[src/rtl/dff_mem_arb_pkg.sv]
`default_nettype none
// ============================================================================
//  Module   : dff_mem_arb_pkg
//  Purpose  : Shared types and constants for the DFF scratch-RAM arbiter.
//             Sequencer state encoding, requester ids, default widths.
//  Ports    : none (package)
//  Revision : 1.0  initial release
// ============================================================================
package dff_mem_arb_pkg;

   localparam int ADDR_W_DEF = 4;
   localparam int DATA_W_DEF = 8;
   localparam int CNT_W      = 8;

   // Sequencer states: IDLE accepts, ACCESS strobes the RAM, RDWAIT waits for
   // the RAM's registered read data, DONE pulses the completion.
   typedef enum logic [1:0] {
      IDLE   = 2'd0,
      ACCESS = 2'd1,
      RDWAIT = 2'd2,
      DONE   = 2'd3
   } arb_state_t;

   localparam logic ID_A = 1'b0;
   localparam logic ID_B = 1'b1;

   localparam logic [CNT_W-1:0] CNT_MAX = '1;

endpackage : dff_mem_arb_pkg
`default_nettype wire

[src/rtl/dff_mem_arbiter_rr_arb2.sv]
`default_nettype none
// ============================================================================
//  Module   : rr_arb2
//  Purpose  : Two-request round-robin picker. A lone request always wins; on
//             a tie the requester that was not granted last wins.
//  Ports    : clk, rst      - clock, async active-high reset
//             req[1:0]      - request vector (bit 0 = A, bit 1 = B)
//             advance       - a grant was consumed this cycle; remember it
//             gnt[1:0]      - one-hot grant (zero when no request)
//             gnt_id        - id of the current winner
//  Revision : 1.0  initial release
// ============================================================================
module rr_arb2
   import dff_mem_arb_pkg::*;
(
   input  logic       clk,
   input  logic       rst,
   input  logic [1:0] req,
   input  logic       advance,
   output logic [1:0] gnt,
   output logic       gnt_id
);

   logic last;

   always_comb begin
      gnt_id = ID_A;
      if (req == 2'b10) begin
         gnt_id = ID_B;
      end else if (req == 2'b11) begin
         gnt_id = (last == ID_A) ? ID_B : ID_A;
      end
      gnt = 2'b00;
      if (req != 2'b00) begin
         gnt = (gnt_id == ID_B) ? 2'b10 : 2'b01;
      end
   end

   // Reset to B so that A takes the first tie.
   always_ff @(posedge clk or posedge rst) begin
      if (rst) begin
         last <= ID_B;
      end else if (advance && (req != 2'b00)) begin
         last <= gnt_id;
      end
   end

endmodule : rr_arb2
`default_nettype wire

[src/rtl/dff_mem_arbiter.sv]
`default_nettype none
// ============================================================================
//  Module   : dff_mem_arbiter
//  Purpose  : Two-port round-robin sequencer in front of the 16x8 DFF RAM.
//             Serialises A/B read/write commands onto the RAM strobes and
//             returns a one-cycle done pulse per requester plus read data.
//  Ports    : clk, rst                       - clock, async active-high reset
//             a_valid/a_ready/a_we/a_addr/a_wdata/a_done - requester A
//             b_valid/b_ready/b_we/b_addr/b_wdata/b_done - requester B
//             rdata                          - read data, valid with done
//             mem_addr/mem_wdata/mem_rin/mem_rout_n/mem_rdata - RAM side
//             grant_cnt_a/grant_cnt_b        - saturating grant counters
//  Options  : DFF_MEM_ARB_STATS_EN enables the grant counters; when it is
//             undefined both counter outputs are tied to zero.
//  Revision : 1.0  initial release
// ============================================================================
module dff_mem_arbiter
   import dff_mem_arb_pkg::*;
#(
   parameter int ADDR_W = ADDR_W_DEF,
   parameter int DATA_W = DATA_W_DEF
) (
   input  logic              clk,
   input  logic              rst,
   input  logic              a_valid,
   output logic              a_ready,
   input  logic              a_we,
   input  logic [ADDR_W-1:0] a_addr,
   input  logic [DATA_W-1:0] a_wdata,
   output logic              a_done,
   input  logic              b_valid,
   output logic              b_ready,
   input  logic              b_we,
   input  logic [ADDR_W-1:0] b_addr,
   input  logic [DATA_W-1:0] b_wdata,
   output logic              b_done,
   output logic [DATA_W-1:0] rdata,
   output logic [ADDR_W-1:0] mem_addr,
   output logic [DATA_W-1:0] mem_wdata,
   output logic              mem_rin,
   output logic              mem_rout_n,
   input  logic [DATA_W-1:0] mem_rdata,
   output logic [CNT_W-1:0]  grant_cnt_a,
   output logic [CNT_W-1:0]  grant_cnt_b
);

   arb_state_t        state, state_nxt;
   logic              cmd_we;
   logic              cmd_id;
   logic [ADDR_W-1:0] cmd_addr;
   logic [DATA_W-1:0] cmd_wdata;
   logic [1:0]        req;
   logic [1:0]        gnt;
   logic              gnt_id;
   logic              idle;
   logic              accept;

   assign idle   = (state == IDLE);
   assign req    = {b_valid, a_valid};
   // The picker only grants a valid requester, so any request in IDLE is an
   // accept of the winner.
   assign accept = idle && (req != 2'b00);

   rr_arb2 u_rr_arb2 (
      .clk     (clk),
      .rst     (rst),
      .req     (req),
      .advance (accept),
      .gnt     (gnt),
      .gnt_id  (gnt_id)
   );

   assign a_ready = idle && gnt[0];
   assign b_ready = idle && gnt[1];

   // The latched command drives the RAM bus directly; the strobes below
   // qualify it, so holding stale values outside ACCESS is harmless.
   assign mem_addr  = cmd_addr;
   assign mem_wdata = cmd_wdata;

   always_ff @(posedge clk or posedge rst) begin
      if (rst) begin
         state <= IDLE;
      end else begin
         state <= state_nxt;
      end
   end

   always_comb begin
      state_nxt  = state;
      mem_rin    = 1'b0;
      mem_rout_n = 1'b1;
      a_done     = 1'b0;
      b_done     = 1'b0;
      case (state)
         IDLE: begin
            if (accept) begin
               state_nxt = ACCESS;
            end
         end
         ACCESS: begin
            if (cmd_we) begin
               mem_rout_n = 1'b0;
               state_nxt  = DONE;
            end else begin
               mem_rin   = 1'b1;
               state_nxt = RDWAIT;
            end
         end
         RDWAIT: begin
            state_nxt = DONE;
         end
         DONE: begin
            a_done    = (cmd_id == ID_A);
            b_done    = (cmd_id == ID_B);
            state_nxt = IDLE;
         end
         default: begin
            state_nxt = IDLE;
         end
      endcase
   end

   always_ff @(posedge clk or posedge rst) begin
      if (rst) begin
         cmd_we    <= 1'b0;
         cmd_id    <= ID_A;
         cmd_addr  <= '0;
         cmd_wdata <= '0;
      end else if (accept) begin
         cmd_id    <= gnt_id;
         cmd_we    <= (gnt_id == ID_B) ? b_we    : a_we;
         cmd_addr  <= (gnt_id == ID_B) ? b_addr  : a_addr;
         cmd_wdata <= (gnt_id == ID_B) ? b_wdata : a_wdata;
      end
   end

   // RAM output is registered inside the RAM, so it is valid during RDWAIT.
   always_ff @(posedge clk or posedge rst) begin
      if (rst) begin
         rdata <= '0;
      end else if (state == RDWAIT) begin
         rdata <= mem_rdata;
      end
   end

`ifdef DFF_MEM_ARB_STATS_EN
   logic [CNT_W-1:0] cnt_a;
   logic [CNT_W-1:0] cnt_b;

   always_ff @(posedge clk or posedge rst) begin
      if (rst) begin
         cnt_a <= '0;
         cnt_b <= '0;
      end else if (accept) begin
         if ((gnt_id == ID_A) && (cnt_a != CNT_MAX)) begin
            cnt_a <= cnt_a + 1'b1;
         end
         if ((gnt_id == ID_B) && (cnt_b != CNT_MAX)) begin
            cnt_b <= cnt_b + 1'b1;
         end
      end
   end

   assign grant_cnt_a = cnt_a;
   assign grant_cnt_b = cnt_b;
`else
   assign grant_cnt_a = '0;
   assign grant_cnt_b = '0;
`endif

endmodule : dff_mem_arbiter
`default_nettype wire

[config.mk]
export PLATFORM = sky130hd
export DESIGN_NAME = dff_mem_arbiter
export DESIGN_NICKNAME = d
export VERILOG_FILES = /design/src/rtl/dff_mem_arb_pkg.sv /design/src/rtl/dff_mem_arbiter_rr_arb2.sv /design/src/rtl/dff_mem_arbiter.sv
export SDC_FILE = /design/constraint.sdc
export NUM_CORES = 1
export LEC_CHECK = 0
export ABC_CLOCK_PERIOD_IN_PS = 1300
export BUFFER_PORTS_ARGS = -buffer_cell sky130_fd_sc_hd__buf_2
export CAP_MARGIN = 0
export CORE_UTILIZATION = 27
export CTS_CLUSTER_SIZE = 10
export DETAILED_ROUTE_END_ITERATION = 10
export GPL_ROUTABILITY_DRIVEN = 1
export SYNTH_ARGS = -nofsm -noshare
export SYNTH_HDL_FRONTEND = slang
export SYNTH_SLANG_ARGS = --single-unit
[constraint.sdc]
create_clock -name clk -period 1.3 [get_ports clk]
set_input_delay 0.13 -clock clk [delete_from_list [all_inputs] [get_ports clk]]
set_output_delay 0.13 -clock clk [all_outputs]
set_load 0.02 [all_outputs]
==> run metrics <==
largest net degree at the start of global routing 26; cell family with most CP delay flip-flops; post-synthesis cell type count 24; synth cell count leaders 26 x a21oi_1, 24 x dfrtp_1, 19 x buf_4; routed wl met2 between 1.5 and 2 mm; CP bufs+invs 2; GRT Total Usage 0.126; CTS tree yes; Yosys reg bits 25; Worst path slowest cell dfrtp_1; largest cells by area after synthesis dfrtp_1 46%, buf_4 11%, a21oi_1 9.9%; CTS buffer count 3; crit-path cells buf_6 -> ha_2 -> nor2b_1 -> buf_2; Tcrit/Tclk final 1.06; CP Data Arrival Time between 1 and 1.5 ns; MaxCap Viol Count 0; GRT overflow 0; skew final between 0.001 and 0.0015 ns; WP data required 1.17 ns; HP Start a_wdata[1]; via count 1131; final WL 3.16 mm; Port-buffer cells 63; 1st-iter DRT viols 20; Rows 24; vias per inst 4.30; DIE WIDTH between 70 and 80 µm; worst reg2reg setup slack -0.05 ns; clock latency on the worst-skew pair 0.26 ns; # clock sinks 25; Initial Util 0.291; RSZ-0062 raised after global routing true; PnR worst setup slack -0.0810 ns; initial antenna violation count 0; min-delay worst type in -> reg; non-filler cells, final 263; Final Hold Fails 0; Worst Setup SP state[0]$_DFFE_PP0P_; DR DRC count 0; IO Count 80; max incr delay on CP 0.40 ns; Final Setup Violations 20; top_reg_cell synth dfrtp_1; GP Congestion 0.705; share of cells above drive strength 1 0.578; Cells after Synth 133; DR top layer met3; Yosys top cell area share 0.459; ant diodes 0; Post-synth EDFFs 0; post-synthesis sequential area ratio 0.479; Max Fanout on Critical Path 3; critical path endpoint category primary output; routed len/inst between 10 and 15 µm; top-count cell post-synth a21oi_1; number of detailed-routing iterations run before antenna repair 2; H-tree depth 1; maximum clock rate 724 MHz; status finished with violations; Synth async-reset ratio 1.00; WL met3 221 µm; Worst-path clk slew around 0.090 ns; nets@finish 254; mean area per synthesized cell just under 10 µm²; PwrDens 2390 nW/µm²; Lkg Pwr just under 1 nW; vias in the first global route roughly 1100; CP Launch Type flip-flop; first-pass GRT wire length 5.06 mm; maximum VDD drop 0.00112 V; core area 4500 µm²; Worst Path Class, Setup reg -> out; M1 wire length 1.34 mm; Post-DP HPWL ~2.2 mm; synth warn 0; placed cells 250; reg2reg start state[1]$_DFFE_PP0P_; Yosys top cell by area dfrtp_1; failing checks negative setup slack; Placement Setup Slack -0.0529 ns; Bufs on Longest Clock Path 2; full die area 5130 µm²; ANT nets after route 0; area grow syn2layout 50.0%; max-slew violation count 0; fin crit period around 1.4 ns; Root Driver clkbuf_8; FILL cells approximately 460; die height 71.6 µm; Synth Cell Area 1310 µm²
==> sequential cells by signal, indices dropped and copies added, names as in the netlist <==
name / cells
state: 2
mem_wdata: 8
cmd_id: 1
mem_addr: 4
rdata: 8
cmd_we: 1
u_rr_arb2.last: 1
==> metal layers <==
metal,vias to the layer above,global-route usage
met5,-,0
met4,0,0.0131
met3,0,0.0394
met2,51,0.224
met1,513,0.154
li1,567,-
==> power breakdown <==
| part | switching [mW] | internal (mW) | leakage [nW] |
|---|---|---|---|
| sequential | 0.230 | 1.19 | 0.285 |
| clock | 0.247 | 0.214 | 0.0255 |
| combinational | 1.49 | 1.32 | 0.654 |
==> final timing paths <==
kind                                         endpoint  cells past startpoint
hold / removal               mem_wdata[1]$_DFFE_PP0P_                      3
setup reg to reg             mem_wdata[2]$_DFFE_PP0P_                      7
min in group asynchronous    mem_wdata[3]$_DFFE_PP0P_                      4
setup / recovery                               a_done                      4
hold reg to reg                  rdata[2]$_DFFE_PP0N_                      1
max in group asynchronous  u_rr_arb2.last$_DFFE_PP1P_                      4
==> layout make-up <==
class                      instances  area, µm²  share of cell area
clock buffer                       3       41.3              0.0210
clock inverter                     1       5.00             0.00255
inverter                           3       11.3             0.00574
multi-input combinational         99        697               0.355
sequential                        25        627               0.319
tap                               52       65.1              0.0331
timing repair buffer              80        517               0.263
==> worst reg2reg max path, delay by kind of cell (launching register included) <==
family	cells	cell delay (ns)
flip-flops	1	0.42
buffers and inverters	3	0.41
AO/OA/AOI/OAI	3	0.25
adder cells (fa/ha/maj)	1	0.17
==> cells in the final DEF, fill, tap and decap left out, drive strengths merged <==
cell and count:
mux2 9, o21a 1, and2 2, buf 78
a21bo 1, nand2 15, a21oi 27, a21o 1
nor2b 2, o21ai 1, a31oi 2, dfstp 1
nor2 15, dlygate4sd3 1, dfrtp 24, and3 1
a21boi 1, conb 16, a211oi 1, clkbuf 4
inv 3, clkinv 1, ha 4
==> stage by stage <==
stage	setup TNS (ns)	cell area [µm²]	hold WS [ns]	power (mW)	util
6_report	-0.824	1960	0.0834	4.69	0.436
5_1_grt	-2.63	1960	0.0739	5.07	0.436
4_1_cts	-0.400	1840	0.0783	4.45	0.408
3_5_place_dp	-0.445	1660	0.206	3.68	0.368
3_3_place_gp	-0.222	1660	0.202	3.64	0.368
2_1_floorplan	-0.0585	1380	0.157	2.96	-
==> kinds of logic after synthesis <==
family                   count (synthesis)  synth area share
AO/OA/AOI/OAI                           35             0.162
AND/OR/NAND/NOR                         35             0.111
flip-flops                              25             0.479
buffers and inverters                   24             0.130
multiplexers                             9            0.0774
adder cells (fa/ha/maj)                  4            0.0382
other                                    1           0.00287
==> repair_timing <==
item | in CTS | in global routing
gates cloned | 0 | 1
endpoints found under the hold margin | 24 | 0
endpoints found under the setup margin | 22 | 29
resized for setup | 24 | 22
pin swaps | 2 | 10
buffers inserted | 5 | 2
hold buffers | 1 | 0
Power figures use the tool's default switching activity.
